==> src/rtl/apb_pkg.sv <==
// ============================================================================
// Module : apb_pkg
// Brief  : Shared FSM state encoding and width helpers for apb_arb_master.
// Rev    : 1.0 - initial release
// ============================================================================
`default_nettype none

package apb_pkg;

    localparam int c_ST_W = 2;

    typedef enum logic [c_ST_W-1:0] {
        ST_IDLE   = 2'd0,
        ST_SETUP  = 2'd1,
        ST_ACCESS = 2'd2
    } state_t;

    // Slave-select field width; a single slave still needs a 1-bit field.
    function automatic int sel_bits(input int nslv);
        return (nslv > 1) ? $clog2(nslv) : 1;
    endfunction

    function automatic int strb_width(input int dw);
        return dw / 8;
    endfunction

endpackage

`default_nettype wire

==> src/rtl/rr_arb2.sv <==
// ============================================================================
// Module : rr_arb2
// Brief  : Two-input round-robin arbiter; pointer holder wins when valid.
// Rev    : 1.0 - initial release
// ============================================================================
`default_nettype none

module rr_arb2 (
    input  logic       clk,
    input  logic       rst,
    input  logic [1:0] i_valid,
    input  logic       i_update,
    output logic [1:0] o_grant
);

    logic r_ptr;

    always_comb begin
        o_grant = 2'b00;
        if (r_ptr == 1'b0) begin
            if (i_valid[0])      o_grant = 2'b01;
            else if (i_valid[1]) o_grant = 2'b10;
        end else begin
            if (i_valid[1])      o_grant = 2'b10;
            else if (i_valid[0]) o_grant = 2'b01;
        end
    end

    // Priority passes to the requester that was not just served.
    always_ff @(posedge clk) begin
        if (rst) begin
            r_ptr <= 1'b0;
        end else if (i_update && (|o_grant)) begin
            r_ptr <= o_grant[0];
        end
    end

endmodule

`default_nettype wire

==> src/rtl/apb_arb_master.sv <==
// ============================================================================
// Module : apb_arb_master
// Brief  : Two-requester round-robin APB master driving NSLV slaves.
//          Optional ACCESS-phase abort enabled by macro APB_TIMEOUT_EN.
// Rev    : 1.0 - initial release
// ============================================================================
`default_nettype none

module apb_arb_master
    import apb_pkg::*;
#(
    parameter int ADDWIDTH  = 8,
    parameter int DATAWIDTH = 32,
    parameter int NSLV      = 2,
    parameter int TIMEOUT   = 16
) (
    input  logic                                   PCLK,
    input  logic                                   PRESET,
    input  logic [1:0]                             req_valid,
    input  logic [1:0]                             req_write,
    input  logic [2*ADDWIDTH-1:0]                  req_addr,
    input  logic [2*DATAWIDTH-1:0]                 req_wdata,
    input  logic [2*strb_width(DATAWIDTH)-1:0]     req_strb,
    output logic [1:0]                             req_ready,
    output logic [1:0]                             resp_valid,
    output logic [DATAWIDTH-1:0]                   resp_rdata,
    output logic                                   resp_err,
    output logic [NSLV-1:0]                        PSEL,
    output logic                                   PENABLE,
    output logic                                   PWRITE,
    output logic [ADDWIDTH-sel_bits(NSLV)-1:0]     PADDR,
    output logic [DATAWIDTH-1:0]                   PWDATA,
    output logic [strb_width(DATAWIDTH)-1:0]       PSTRB,
    input  logic [NSLV-1:0]                        PREADY,
    input  logic [NSLV*DATAWIDTH-1:0]              PRDATA
);

    localparam int c_SELBITS = sel_bits(NSLV);
    localparam int c_STRBW   = strb_width(DATAWIDTH);
    localparam int c_PAW     = ADDWIDTH - c_SELBITS;

    state_t                 r_state;
    state_t                 w_state_nxt;
    logic                   r_gidx;
    logic [c_SELBITS-1:0]   r_sel;
    logic [1:0]             w_grant;
    logic                   w_gidx;
    logic [ADDWIDTH-1:0]    w_addr;
    logic [DATAWIDTH-1:0]   w_wdata;
    logic [c_STRBW-1:0]     w_strb;
    logic                   w_write;
    logic                   w_pready_sel;
    logic [DATAWIDTH-1:0]   w_prdata_sel;
    logic [NSLV-1:0]        w_sel_onehot;
    logic                   w_accept;
    logic                   w_done;
    logic                   w_abort;
    logic                   w_timeout;

    rr_arb2 u_arb (
        .clk      (PCLK),
        .rst      (PRESET),
        .i_valid  (req_valid),
        .i_update (w_accept),
        .o_grant  (w_grant)
    );

    assign w_gidx  = w_grant[1];
    assign w_addr  = w_gidx ? req_addr[2*ADDWIDTH-1:ADDWIDTH]     : req_addr[ADDWIDTH-1:0];
    assign w_wdata = w_gidx ? req_wdata[2*DATAWIDTH-1:DATAWIDTH]  : req_wdata[DATAWIDTH-1:0];
    assign w_strb  = w_gidx ? req_strb[2*c_STRBW-1:c_STRBW]       : req_strb[c_STRBW-1:0];
    assign w_write = w_gidx ? req_write[1]                        : req_write[0];

    assign w_sel_onehot = {{(NSLV-1){1'b0}}, 1'b1} << r_sel;

    always_comb begin
        w_pready_sel = 1'b0;
        w_prdata_sel = '0;
        for (int i = 0; i < NSLV; i++) begin
            if (r_sel == i[c_SELBITS-1:0]) begin
                w_pready_sel = PREADY[i];
                w_prdata_sel = PRDATA[i*DATAWIDTH +: DATAWIDTH];
            end
        end
    end

`ifdef APB_TIMEOUT_EN
    logic [7:0] r_wait_cnt;

    always_ff @(posedge PCLK) begin
        if (PRESET) begin
            r_wait_cnt <= 8'd0;
        end else if ((r_state == ST_ACCESS) && !PENABLE) begin
            r_wait_cnt <= 8'd0;
        end else if ((r_state == ST_ACCESS) && PENABLE && !w_pready_sel) begin
            r_wait_cnt <= r_wait_cnt + 8'd1;
        end
    end

    assign w_timeout = (r_wait_cnt == 8'(TIMEOUT - 1));
`else
    assign w_timeout = 1'b0;
`endif

    always_ff @(posedge PCLK) begin
        if (PRESET) begin
            r_state <= ST_IDLE;
        end else begin
            r_state <= w_state_nxt;
        end
    end

    // ST_ACCESS spans both the APB setup phase (PENABLE low) and access phase.
    always_comb begin
        w_state_nxt = r_state;
        w_accept    = 1'b0;
        w_done      = 1'b0;
        w_abort     = 1'b0;
        case (r_state)
            ST_IDLE: begin
                if (|req_valid) begin
                    w_accept    = 1'b1;
                    w_state_nxt = ST_SETUP;
                end
            end
            ST_SETUP: begin
                w_state_nxt = ST_ACCESS;
            end
            ST_ACCESS: begin
                if (PENABLE) begin
                    if (w_pready_sel) begin
                        w_done      = 1'b1;
                        w_state_nxt = ST_IDLE;
                    end else if (w_timeout) begin
                        w_abort     = 1'b1;
                        w_state_nxt = ST_IDLE;
                    end
                end
            end
            default: begin
                w_state_nxt = ST_IDLE;
            end
        endcase
    end

    always_ff @(posedge PCLK) begin
        if (PRESET) begin
            r_gidx     <= 1'b0;
            r_sel      <= '0;
            req_ready  <= 2'b00;
            resp_valid <= 2'b00;
            resp_rdata <= '0;
            resp_err   <= 1'b0;
            PSEL       <= '0;
            PENABLE    <= 1'b0;
            PWRITE     <= 1'b0;
            PADDR      <= '0;
            PWDATA     <= '0;
            PSTRB      <= '0;
        end else begin
            req_ready  <= 2'b00;
            resp_valid <= 2'b00;
            resp_err   <= 1'b0;
            if (w_accept) begin
                req_ready <= w_grant;
                r_gidx    <= w_gidx;
                r_sel     <= w_addr[ADDWIDTH-1 -: c_SELBITS];
                PADDR     <= w_addr[c_PAW-1:0];
                PWRITE    <= w_write;
                PWDATA    <= w_wdata;
                PSTRB     <= w_write ? w_strb : '0;
            end
            if (r_state == ST_SETUP) begin
                PSEL <= w_sel_onehot;
            end
            if ((r_state == ST_ACCESS) && !PENABLE) begin
                PENABLE <= 1'b1;
            end
            if (w_done || w_abort) begin
                PSEL               <= '0;
                PENABLE            <= 1'b0;
                resp_valid[r_gidx] <= 1'b1;
                resp_err           <= w_abort;
                resp_rdata         <= (w_done && !PWRITE) ? w_prdata_sel : '0;
            end
        end
    end

endmodule

`default_nettype wire

==> config.mk <==
export PLATFORM = sky130hd
export DESIGN_NAME = apb_arb_master
export DESIGN_NICKNAME = d
export VERILOG_FILES = /design/src/rtl/apb_pkg.sv /design/src/rtl/rr_arb2.sv /design/src/rtl/apb_arb_master.sv
export SDC_FILE = /design/constraint.sdc
export NUM_CORES = 1
export LEC_CHECK = 0
export CAP_MARGIN = 10
export CORE_ASPECT_RATIO = 0.6
export CORE_UTILIZATION = 39
export DETAILED_ROUTE_END_ITERATION = 7
export GPL_TIMING_DRIVEN = 1
export PLACE_DENSITY = 0.86
export SLEW_MARGIN = 20
export SYNTH_ARGS = -nofsm -noshare
export SYNTH_HDL_FRONTEND = slang
export SYNTH_SLANG_ARGS = --single-unit
==> constraint.sdc <==
create_clock -name PCLK -period 3.2 [get_ports PCLK]
set_input_delay 0.64 -clock PCLK [delete_from_list [all_inputs] [get_ports PCLK]]
set_output_delay 0.64 -clock PCLK [all_outputs]
set_load 0.005 [all_outputs]
After elaboration in Yosys (flattened, before gate mapping)
Index checks and enable logic that the tools add are counted.
{ "word_totals": {"wordCells": 60, "ramBits": 0, "inputBits": 160, "out_inout_bits": 84, "n_memories": 0, "register_bits": 88, "latch_bits": 0, "rom_bits": 0} }
{ "op_classes": {"n_reduce_logical": 13, "magnitude_cmp": 2, "bitwise_logic": 2, "shift": 1, "n_div": 0, "mux": 24, "n_addsub": 0, "mul": 0, "n_eq_ne": 5} }
{ "ops": {"columns": ["operator", "n"], "rows": [
  ["$mux W32", 3],
  ["$mux W2", 7],
  ["$reduce_or A2 Y1", 5],
  ["$mux W1", 9],
  ["$mux W4", 2],
  ["$mux W8", 1],
  ["$ne A2 B2 Y1 const B", 3],
  ["$pmux W2 S3", 1],
  ["$logic_and A1 B1 Y1", 4],
  ["$reduce_and A3 Y1", 1],
  ["$eq A2 B1 Y1 const B", 1],
  ["$eq A2 B2 Y1 const B", 1],
  ["$logic_not A1 Y1", 2],
  ["$logic_not A2 Y1", 1],
  ["$lt A1 B2 Y1 const B", 1],
  ["$not A1 Y1", 2],
  ["$shl A1 B1 Y2 const A", 1],
  ["$demux W1 S1", 1],
  ["$ge A1 B1 Y1 const B", 1]
]} }

Logic depth before layout (Yosys ltp)
Gate-level depths: netlist of the first run.
{ "logic_depth": {"depth_word": 6, "ltp_mapped": 7, "depth_no_buf": 4} }

By module
From an unflattened synthesis of the first run, not the netlist that was laid out.
{ "unflattened": {"cells_unflattened": 436, "area_unflattened_um2": 4102.7} }
{ "by_module_without_submodules": {"columns": ["mod", "instances", "area_each_um2", "seq_area_each_um2", "cells_per_inst"], "rows": [
  ["apb_arb_master", 1, 4037.6, 1741.7, 429],
  ["rr_arb2", 1, 65.1, 20.0, 7]
]} }

Worst setup path before layout of the first run
OpenSTA, ideal clock, no wires.
{ "synth_path": {"path_kind": "input-to-reg", "from": "input PRESET", "to": "register PWDATA[10]", "setup_time_ps": 70, "cell_stages": 5, "n_path_buf": 3, "arrival_time_ps": 1629, "t_required_ps": 3130, "path_slack_ps": 1501, "cell_sequence": "or4_1 -> clkbuf_1 -> buf_2 -> buf_6 -> o2bb2ai_1"} }
{ "synth_lines": {"columns": ["item", "line", "rtl"], "rows": [
  ["start, declared", "apb_arb_master.sv:18", "input logic PRESET,"],
  ["end signal, assigned", "apb_arb_master.sv:170", "PWDATA <= w_wdata;"],
  ["end, declared", "apb_arb_master.sv:32", "output logic [DATAWIDTH-1:0] PWDATA,"]
]} }

Final worst setup path of the first run
{ "layout_path": {"from": "input PREADY[0]", "to": "register resp_rdata[29]"} }
{ "layout_between": {"elab_chain_len": 6} }
{ "layout_rtl": {"columns": ["item", "line", "rtl"], "rows": [
  ["start, declared", "apb_arb_master.sv:34", "input logic [NSLV-1:0] PREADY,"],
  ["$mux W1 *", "apb_arb_master.sv:80", "if (r_sel == i[c_SELBITS-1:0]) begin"],
  ["$mux W1 *", "apb_arb_master.sv:131", "if (w_pready_sel) begin"],
  ["$mux W1 *", "apb_arb_master.sv:130", "if (PENABLE) begin"],
  ["$mux W1 *", "apb_arb_master.sv:119", "case (r_state)"],
  ["$logic_and A1 B1 Y1", "apb_arb_master.sv:184", "resp_rdata <= (w_done && !PWRITE) ? w_prdata_sel : '0;"],
  ["$mux W32", "apb_arb_master.sv:184", null],
  ["end signal, assigned", "apb_arb_master.sv:184", null],
  ["end, declared", "apb_arb_master.sv:26", "output logic [DATAWIDTH-1:0] resp_rdata,"]
]} }
Every way passes the cells marked *; elsewhere a longest branch is shown, timed or not.
A chain may end at the register's enable or synchronous reset.

==> results of run 1 <==
==> flip-flops by register name, indices dropped and copies added, names as in the netlist <==
signal,cells
r_sel,1
resp_valid,2
PWDATA,32
PSEL,2
PENABLE,1
PADDR,7
resp_rdata,32
u_arb.r_ptr,1
r_state,2
PWRITE,1
r_gidx,1
PSTRB,4
req_ready,2
==> critical path: stages <==
cell             delay (ns)
clkdlybuf4s50_1        0.46
mux2_4                 0.16
nand3_4                0.49
or3_1                  0.55
a21oi_1                0.16
==> cells in the mapped netlist, drive strengths merged <==
master | instances | area (sq um)
inv | 3 | 11.3
a32oi | 4 | 35.0
nor2b | 2 | 12.5
mux2 | 1 | 15.0
o211a | 1 | 10.0
a21oi | 34 | 170
nor3 | 3 | 15.0
buf | 23 | 151
mux2i | 73 | 731
nor2 | 7 | 26.3
o2bb2ai | 46 | 403
o21ai | 2 | 10.0
nand3 | 1 | 17.5
or4 | 1 | 7.51
dfxtp | 88 | 1760
a21o | 1 | 7.51
a2111oi | 1 | 8.76
clkbuf | 12 | 45.0
nand2 | 34 | 128
conb | 1 | 3.75
or3 | 32 | 200
nor3b | 1 | 7.51
==> final cells by class <==
cell class	instances	area, sq um
Fill cell	664	2760
Timing Repair Buffer	247	2470
Multi-Input combinational cell	245	1830
Sequential cell	88	1760
Clock buffer	10	239
Tap cell	130	163
Clock inverter	6	58.8
Inverter	3	11.3
==> layer usage <==
layer  up-vias  part of all wire  GRT usage
met5         -                 0          0
met2       139              0.47      0.374
li1       1798                 -          -
met1      1686              0.44      0.259
met4         0             0.025     0.0906
met3        22             0.066     0.0668
==> where the power goes <==
| group | switching (W) | internal (W) |
|---|---|---|
| Combinational | 0.000219 | 0.000385 |
| Sequential | 0.0000419 | 0.00117 |
| Clock | 0.000414 | 0.000621 |
| Total | 0.000675 | 0.00218 |
==> final timing paths <==
kind	startpoint	endpoint	cells past startpoint
setup reg to reg	r_state[1]$_SDFFE_PP0P_	resp_rdata[29]$_SDFFE_PP0P_	4
hold / removal	resp_rdata[5]$_SDFFE_PP0P_	resp_rdata[5]$_SDFFE_PP0P_	2
hold reg to reg	resp_rdata[5]$_SDFFE_PP0P_	resp_rdata[5]$_SDFFE_PP0P_	2
setup / recovery	PREADY[0]	resp_rdata[29]$_SDFFE_PP0P_	5
==> per-stage QoR <==
stage               total power [W]  worst slack, ns
finish                      0.00285            0.981
global route                0.00298            0.824
CTS                         0.00288            0.999
detailed placement          0.00184            0.623
global placement            0.00182            0.740
floorplan                   0.00146             1.50
==> cell families after synthesis <==
kind of cell | synth area share
AND/OR/NAND/NOR | 0.110
multiplexers | 0.197
flip-flops | 0.466
AO/OA/AOI/OAI | 0.171
buffers and inverters | 0.0550
other | 0.000993
==> flow_summary_export.csv, run 1 <==
group,metric,value,unit
outcome,status,"complete, no violations",
route,drtIter0Drc,153,
sta,hold_ws,0.450,ns
worst_setup_path,arrival,2.48,ns
final_layout,drive_gt1_frac,0.0467,
power_and_ir_drop,vdd.ir_drop.worst,0.000281,V
sta,rsz0062_at_grt,"no",
synthesis,ys_types,26,
worst_setup_path,startpoint_type,"input pin",
power_and_ir_drop,leakage,2.45,nW
final_layout,layout_commonest_cell,"clkdlybuf4s50_1",
clock_network,postCtsSetupBuffers,0,
grt,grt_first_pass_wirelength,17400,microns
clock_network,cts_made_buffers,9,
worst_setup_path,path_max_fanout,68,
grt,groute.usage.overall,0.220,
sta,slew_viol_final,0,
sta,fin_skew,0.00639,ns
worst_hold_path,hp-class,"reg2reg",
final_layout,layout.nets,754,
route,drtPass1Iterations,4,
sta,final_hold_viol_count,0,
sta,worstMarginPinSlew,1.09,ns
synthesis,synth_area,3780,sq um
sta,tns,0,ns
flow_run,drv_cap,0,
final_layout,mostFrequentLayoutCells,"clkdlybuf4s50_1 (242), dfxtp_1 (87), mux2i_1 (73)",
sta,min_period_over_period,0.693,
final_layout,area_delta_synth_final,73.0,%
final_layout,antenna_cells,0,
clock_network,htree_levels,3,
worst_setup_path,required,3.46,ns
synthesis,seq_area_frac_synth,0.466,
route,ant_nets,0,
worst_setup_path,critPathKind,"in2reg",
sta,slew_headroom,0.274,
route,vias,3645,
sta,timing.fmax,451,MHz
die,fp-row-count,27,
route,drc,0,
clock_network,cts_tree,"yes",
clock_network,clk_latency,0.33,ns
sta,setup_violations,0,
grt,grt_max_degree,69,
power_and_ir_drop,pwr_density_cell,436,nW/um^2
grt,grt_pass1_vias,3508,
route,drt-total-wl,11200,microns
synthesis,ys_ff_latch,88,
placement,numPlacedInstances,713,
grt,grt_overflow,0,
sta,min_period,2.22,ns
worst_setup_path,worstSetupEndpointType,"flop",
clock_network,clk_pin_slew,0.06,ns
synthesis,postSynthCellCount,371,
worst_setup_path,r2r_setup_slack,1.18,ns
clock_network,clock-root-buffer,"clkbuf_16",
clock_network,cts_resized,0,
die,die_y,78.2,microns
synthesis,avgSynthCellArea,10.2,sq um
route,drt-vias-per-instance,5.00,
placement,dp_hpwl,8410,microns
die,dieArea,10100,sq um
die,core_area,9290,sq um
synthesis,syn-num-nets,531,
route,post_drt_wl_per_cell,15.4,microns
final_layout,final_cells,729,
clock_network,clkSinkCount,88,
die,die_w,129,microns
final_layout,design_area,6530,sq um
clock_network,clock_path_buffers,2,
placement,place_congestion,0.758,
placement,io_buffers,242,
die,start_util,0.407,
placement,place_area,6240,sq um
die,io_pins,244,
synthesis,yosys_warnings,0,
grt,antenna_found_initial,0,
clock_network,ctsHoldBuffers,0,
final_layout,final_core_util,0.703,
(Power assumes the default switching activity.)
==> inputs of run 2 (changes only) <==
--- a/config.mk
+++ b/config.mk
@@ -7,10 +7,10 @@
 export LEC_CHECK = 0
 export CAP_MARGIN = 10
 export CORE_ASPECT_RATIO = 0.6
-export CORE_UTILIZATION = 39
+export CORE_UTILIZATION = 36
 export DETAILED_ROUTE_END_ITERATION = 7
 export GPL_TIMING_DRIVEN = 1
-export PLACE_DENSITY = 0.86
+export PLACE_DENSITY = 0.8
 export SLEW_MARGIN = 20
 export SYNTH_ARGS = -nofsm -noshare
 export SYNTH_HDL_FRONTEND = slang
==> constraint.sdc (replaced) <==
create_clock -name PCLK -period 2.1 [get_ports PCLK]
set_input_delay 0.42 -clock PCLK [delete_from_list [all_inputs] [get_ports PCLK]]
set_output_delay 0.42 -clock PCLK [all_outputs]
set_load 0.005 [all_outputs]
==> run 2 against run 1 <==
Total power increased by 52%; sequential share of layout area decreased by 0.45 points; global-route usage fell by 1.9 points; via count unchanged; clock power increased by 48%; register-to-register slack lost 0.72 ns; combinational power up 58%; utilization decreased by 4.0 points; worst setup slack lost 0.67 ns; cell count rose by 1.5%; hold slack improved by 0.0013 ns; clock skew up 0.0011 ns.
==> flow_summary_export.csv, run 2 (synthesis gave the netlist of run 1 again) <==
group,metric,value,unit
outcome,status,"complete, no violations",
route,drtPass1Iterations,4,
grt,antenna_found_initial,0,
sta,slew_headroom,0.547,
worst_hold_path,hp-start,"resp_rdata[30]$_SDFFE_PP0P_",
sta,min_period_over_period,0.854,
worst_setup_path,reg2reg_to,"resp_rdata[7]$_SDFFE_PP0P_",
power_and_ir_drop,totalPowerFinal,0.00434,W
sta,timing.fmax,558,MHz
placement,dp_hpwl,8710,microns
route,post_drt_wl_per_cell,15.4,microns
clock_network,clk_pin_slew,0.07,ns
clock_network,postCtsSetupBuffers,0,
power_and_ir_drop,pwr_density_cell,653,nW/um^2
final_layout,largestRegisters,"PWDATA x32, resp_rdata x32, PADDR x7",
worst_setup_path,endpoint,"PWDATA[23]$_SDFFE_PP0P_",
final_layout,drive_gt1_frac,0.0562,
power_and_ir_drop,vdd.ir_drop.worst,0.000482,V
worst_setup_path,worstSetupEndpointType,"flop",
clock_network,htree_levels,3,
die,start_util,0.377,
worst_setup_path,required,2.36,ns
sta,worstMarginPinSlew,0.678,ns
route,ant_nets,0,
worst_setup_path,critPathKind,"in2reg",
die,die_w,134,microns
sta,fin_skew,0.00749,ns
worst_setup_path,startpoint,"req_valid[0]",
worst_setup_path,r2r_setup_slack,0.46,ns
grt,grt_pass1_vias,3511,
worst_setup_path,path_max_fanout,26,
sta,final_hold_viol_count,0,
placement,io_buffers,242,
final_layout,mostFrequentLayoutCells,"clkdlybuf4s50_1 (242), dfxtp_1 (87), mux2i_1 (73)",
die,fp-row-count,28,
clock_network,clock_path_buffers,2,
final_layout,area_delta_synth_final,75.9,%
clock_network,cts_resized,0,
clock_network,clk_latency,0.33,ns
worst_setup_path,arrival,2.06,ns
worst_setup_path,r2r_cells,5,
final_layout,layout_commonest_cell,"clkdlybuf4s50_1",
die,io_pins,244,
worst_setup_path,startpoint_type,"input pin",
die,die_y,81.3,microns
grt,groute.usage.overall,0.201,
final_layout,layout.nets,760,
sta,setup_violations,0,
worst_setup_path,r2r-start,"r_state[1]$_SDFFE_PP0P_",
die,core_area,10000,sq um
grt,grt_first_pass_wirelength,17300,microns
power_and_ir_drop,leakage,2.50,nW
clock_network,cts_tree,"yes",
die,dieArea,10900,sq um
sta,min_period,1.79,ns
route,drtIter0Drc,130,
sta,slew_viol_final,0,
flow_run,drv_cap,0,
route,vias,3645,
route,drt-total-wl,11400,microns
clock_network,ctsHoldBuffers,0,
sta,setup_ws,0.306,ns
clock_network,clkSinkCount,88,
clock_network,cts_made_buffers,9,
sta,rsz0062_at_grt,"no",
grt,grt_max_degree,50,
placement,dp_slack,-0.138,ns
clock_network,clock-root-buffer,"clkbuf_16",
worst_hold_path,hp-class,"reg2reg",
placement,place_congestion,0.735,
final_layout,antenna_cells,0,
grt,grt_overflow,0,
route,drc,0,
route,drt-vias-per-instance,4.93,
## run 2: changes by cell type in the layout (fill, tap and decap cells not counted)
cell,before,now
buf_12,1,5
clkinv_2,4,1
inv_6,0,3
inv_8,0,2
buf_16,0,1
buf_4,4,5
bufinv_16,1,0
clkbuf_8,1,0
## run 2: worst min path at each step
stage / end / slack, ns / cells past startpoint
after floorplan: resp_valid[0]$_SDFF_PP0_ / 0.42 / 1
after global placement: resp_rdata[24]$_SDFFE_PP0P_ / 0.44 / 2
after detailed placement: resp_rdata[30]$_SDFFE_PP0P_ / 0.44 / 2
after CTS: resp_rdata[30]$_SDFFE_PP0P_ / 0.45 / 2
after global routing: resp_rdata[30]$_SDFFE_PP0P_ / 0.46 / 2
final: resp_rdata[30]$_SDFFE_PP0P_ / 0.45 / 2
## run 2: metal layers
metal | GRT usage | part of all wire
met4 | 0.0539 | 0.0091
met1 | 0.227 | 0.42
met3 | 0.0593 | 0.071
met2 | 0.375 | 0.50
met5 | 0 | 0
## run 2: area by class of cell
cell class / instances / area (sq um)
repair buffers: 253 / 2590
clock inverters: 7 / 62.6
flip-flops and latches: 88 / 1760
clock buffers: 9 / 225
fillers: 792 / 3370
well taps: 135 / 169
multi-input cells: 245 / 1830
inverters: 3 / 11.3
## run 2: where the power goes
group | switching (W) | internal [W] | leakage, nW
combinational | 0.000342 | 0.000611 | 1.64
clock | 0.000706 | 0.000831 | 0.145
sequential | 0.0000673 | 0.00178 | 0.719
total | 0.00111 | 0.00322 | 2.50
## run 2: through the flow
| step | std cells | util | TNS (ns) | cell area, sq um | hold WS (ns) |
|---|---|---|---|---|---|
| after floorplan | 371 | - | 0 | 3780 | 0.417 |
| after global placement | 723 | 0.632 | -0.667 | 6330 | 0.439 |
| after detailed placement | 723 | 0.632 | -5.35 | 6330 | 0.443 |
| after CTS | 739 | 0.660 | 0 | 6620 | 0.453 |
| after global routing | 740 | 0.663 | 0 | 6650 | 0.465 |
| final | 740 | 0.663 | 0 | 6650 | 0.452 |
## run 2: worst max-delay path: stages
cell and delay [ns]:
clkdlybuf4s50_1 0.45, nor2_1 0.17, nor3_1 0.09, nor2_4 0.53, buf_16 0.24, o2bb2ai_1 0.13
==> inputs of run 3 (changes only) <==
--- a/config.mk
+++ b/config.mk
@@ -7,10 +7,10 @@
 export LEC_CHECK = 0
 export CAP_MARGIN = 10
 export CORE_ASPECT_RATIO = 0.6
-export CORE_UTILIZATION = 36
+export CORE_UTILIZATION = 39
 export DETAILED_ROUTE_END_ITERATION = 7
 export GPL_TIMING_DRIVEN = 1
-export PLACE_DENSITY = 0.8
+export PLACE_DENSITY = 0.86
 export SLEW_MARGIN = 20
 export SYNTH_ARGS = -nofsm -noshare
 export SYNTH_HDL_FRONTEND = slang
==> constraint.sdc (replaced) <==
create_clock -name PCLK -period 2.3 [get_ports PCLK]
set_input_delay 0.46 -clock PCLK [delete_from_list [all_inputs] [get_ports PCLK]]
set_output_delay 0.46 -clock PCLK [all_outputs]
set_load 0.005 [all_outputs]
==> run 3 against run 2 <==
Via count rose by 0.25%; critical path depth fell by 1; critical endpoint is now r_gidx$_SDFFE_PP0P_; highest routed layer unchanged; register-to-register slack improved by 0.12 ns.
==> flow_summary_export.csv, run 3 (synthesis gave the netlist of run 1 again) <==
group,metric,value,unit
outcome,status,"complete, no violations",
sta,min_period_over_period,0.788,
sta,slew_viol_final,0,
power_and_ir_drop,vdd.ir_drop.worst,0.000476,V
worst_setup_path,arrival,2.09,ns
clock_network,cts_resized,0,
die,die_y,78.2,microns
final_layout,mostFrequentLayoutCells,"clkdlybuf4s50_1 (242), dfxtp_1 (87), mux2i_1 (73)",
clock_network,clock_path_buffers,2,
placement,dp_slack,0.0236,ns
final_layout,antenna_cells,0,
sta,min_period,1.81,ns
route,drtIter0Drc,159,
worst_setup_path,critPathTopFamily,"buffers and inverters",
final_layout,multiInputGateArea,1830,sq um
final_layout,layout_commonest_cell,"clkdlybuf4s50_1",
worst_setup_path,cp_slowest_stage_delay,0.56,ns
flow_run,drv_cap,0,
route,post_drt_wl_per_cell,15.6,microns
clock_network,cts_tree,"yes",
worst_setup_path,path_max_fanout,35,
worst_setup_path,path_cells,"clkdlybuf4s50_1 > or4_1 > buf_4 > nor2_1 > a21o_1",
worst_setup_path,path_buf_inv,2,
placement,place_area,6310,sq um
die,io_pins,244,
sta,fin_skew,0.00711,ns
grt,grt_pass1_vias,3527,
final_layout,regArea,1760,sq um
grt,antenna_found_initial,0,
sta,rsz0062_at_grt,"no",
route,drt-total-wl,11500,microns
worst_setup_path,startpoint_type,"input pin",
worst_setup_path,slowest_stage,"or4_1",
power_and_ir_drop,totalPowerFinal,0.00389,W
worst_setup_path,worstSetupEndpointType,"flop",
placement,io_buffers,242,
sta,tns,0,ns
die,dieArea,10100,sq um
sta,timing.fmax,552,MHz
die,start_util,0.407,
power_and_ir_drop,pwr_density_cell,588,nW/um^2
sta,slew_headroom,0.587,
sta,setup_violations,0,
grt,grt_overflow,0,
clock_network,cts_made_buffers,9,
worst_setup_path,critPathKind,"in2reg",
placement,dp_hpwl,8650,microns
final_layout,largestRegisters,"PWDATA x32, resp_rdata x32, PADDR x7",
final_layout,final_cells,735,
final_layout,design_area,6610,sq um
final_layout,nFillCells,663,
clock_network,postCtsSetupBuffers,0,
power_and_ir_drop,leakage,2.49,nW
worst_hold_path,hp-class,"reg2reg",
clock_network,clock-root-buffer,"clkbuf_16",
clock_network,htree_levels,3,
final_layout,area_delta_synth_final,75.1,%
clock_network,clk_latency,0.33,ns
route,drc,0,
clock_network,clkSinkCount,88,
sta,setup_ws,0.487,ns
worst_setup_path,required,2.57,ns
final_layout,layout.nets,760,
grt,grt_first_pass_wirelength,17400,microns
sta,worstMarginPinSlew,0.619,ns
route,ant_nets,0,
grt,grt_max_degree,48,
route,drt-vias-per-instance,4.97,
sta,final_hold_viol_count,0,
final_layout,drive_gt1_frac,0.0545,
clock_network,ctsHoldBuffers,0,
clock_network,clk_pin_slew,0.06,ns
die,fp-row-count,27,
grt,groute.usage.overall,0.219,
die,core_area,9290,sq um
die,die_w,129,microns
route,vias,3654,
route,drtPass1Iterations,4,
placement,place_congestion,0.749,
placement,numPlacedInstances,718,
run 3: cell type report:
cell class | instances | share of cell area
tap | 130 | 0.0246
multi-input combinational | 245 | 0.276
clock inverter | 5 | 0.00492
clock buffer | 11 | 0.0367
sequential | 88 | 0.267
inverter | 3 | 0.00170
timing repair buffer | 253 | 0.389
run 3: worst paths after layout:
| path | from | end | slack [ns] | depth (start not counted) |
|---|---|---|---|---|
| min | resp_rdata[27]$_SDFFE_PP0P_ | resp_rdata[27]$_SDFFE_PP0P_ | 0.45 | 2 |
| max | PRESET | r_gidx$_SDFFE_PP0P_ | 0.49 | 5 |
| max reg2reg | r_state[1]$_SDFFE_PP0P_ | resp_rdata[22]$_SDFFE_PP0P_ | 0.58 | 5 |
| min reg2reg | resp_rdata[27]$_SDFFE_PP0P_ | resp_rdata[27]$_SDFFE_PP0P_ | 0.45 | 2 |
run 3: metrics by stage:
stage	hold slack (ns)	util
after floorplan	0.417	-
after global placement	0.428	0.679
after detailed placement	0.442	0.679
after CTS	0.451	0.709
after global routing	0.462	0.712
final	0.449	0.712
run 3: worst register-to-register path, stage by stage, from the launching register on:
cell	delay [ns]
dfxtp_1	0.38
nor2b_1	0.34
nand3_4	0.20
buf_12	0.21
or3_1	0.37
a21oi_1	0.16
run 3: metal layers:
layer	wire length [microns]	vias to the layer above	part of all wire	track usage
met2	5800	142	0.51	0.396
met1	4690	1688	0.41	0.249
met5	0	-	0	0
met4	192	0	0.017	0.0671
met3	785	20	0.068	0.0634
li1	-	1804	-	-
run 3: where the power goes:
| group | switching [W] | internal [W] | total [W] |
|---|---|---|---|
| Combinational | 0.000312 | 0.000554 | 0.000865 |
| Sequential | 0.0000605 | 0.00163 | 0.00169 |
| Clock | 0.000576 | 0.000760 | 0.00134 |
| Total | 0.000948 | 0.00294 | 0.00389 |
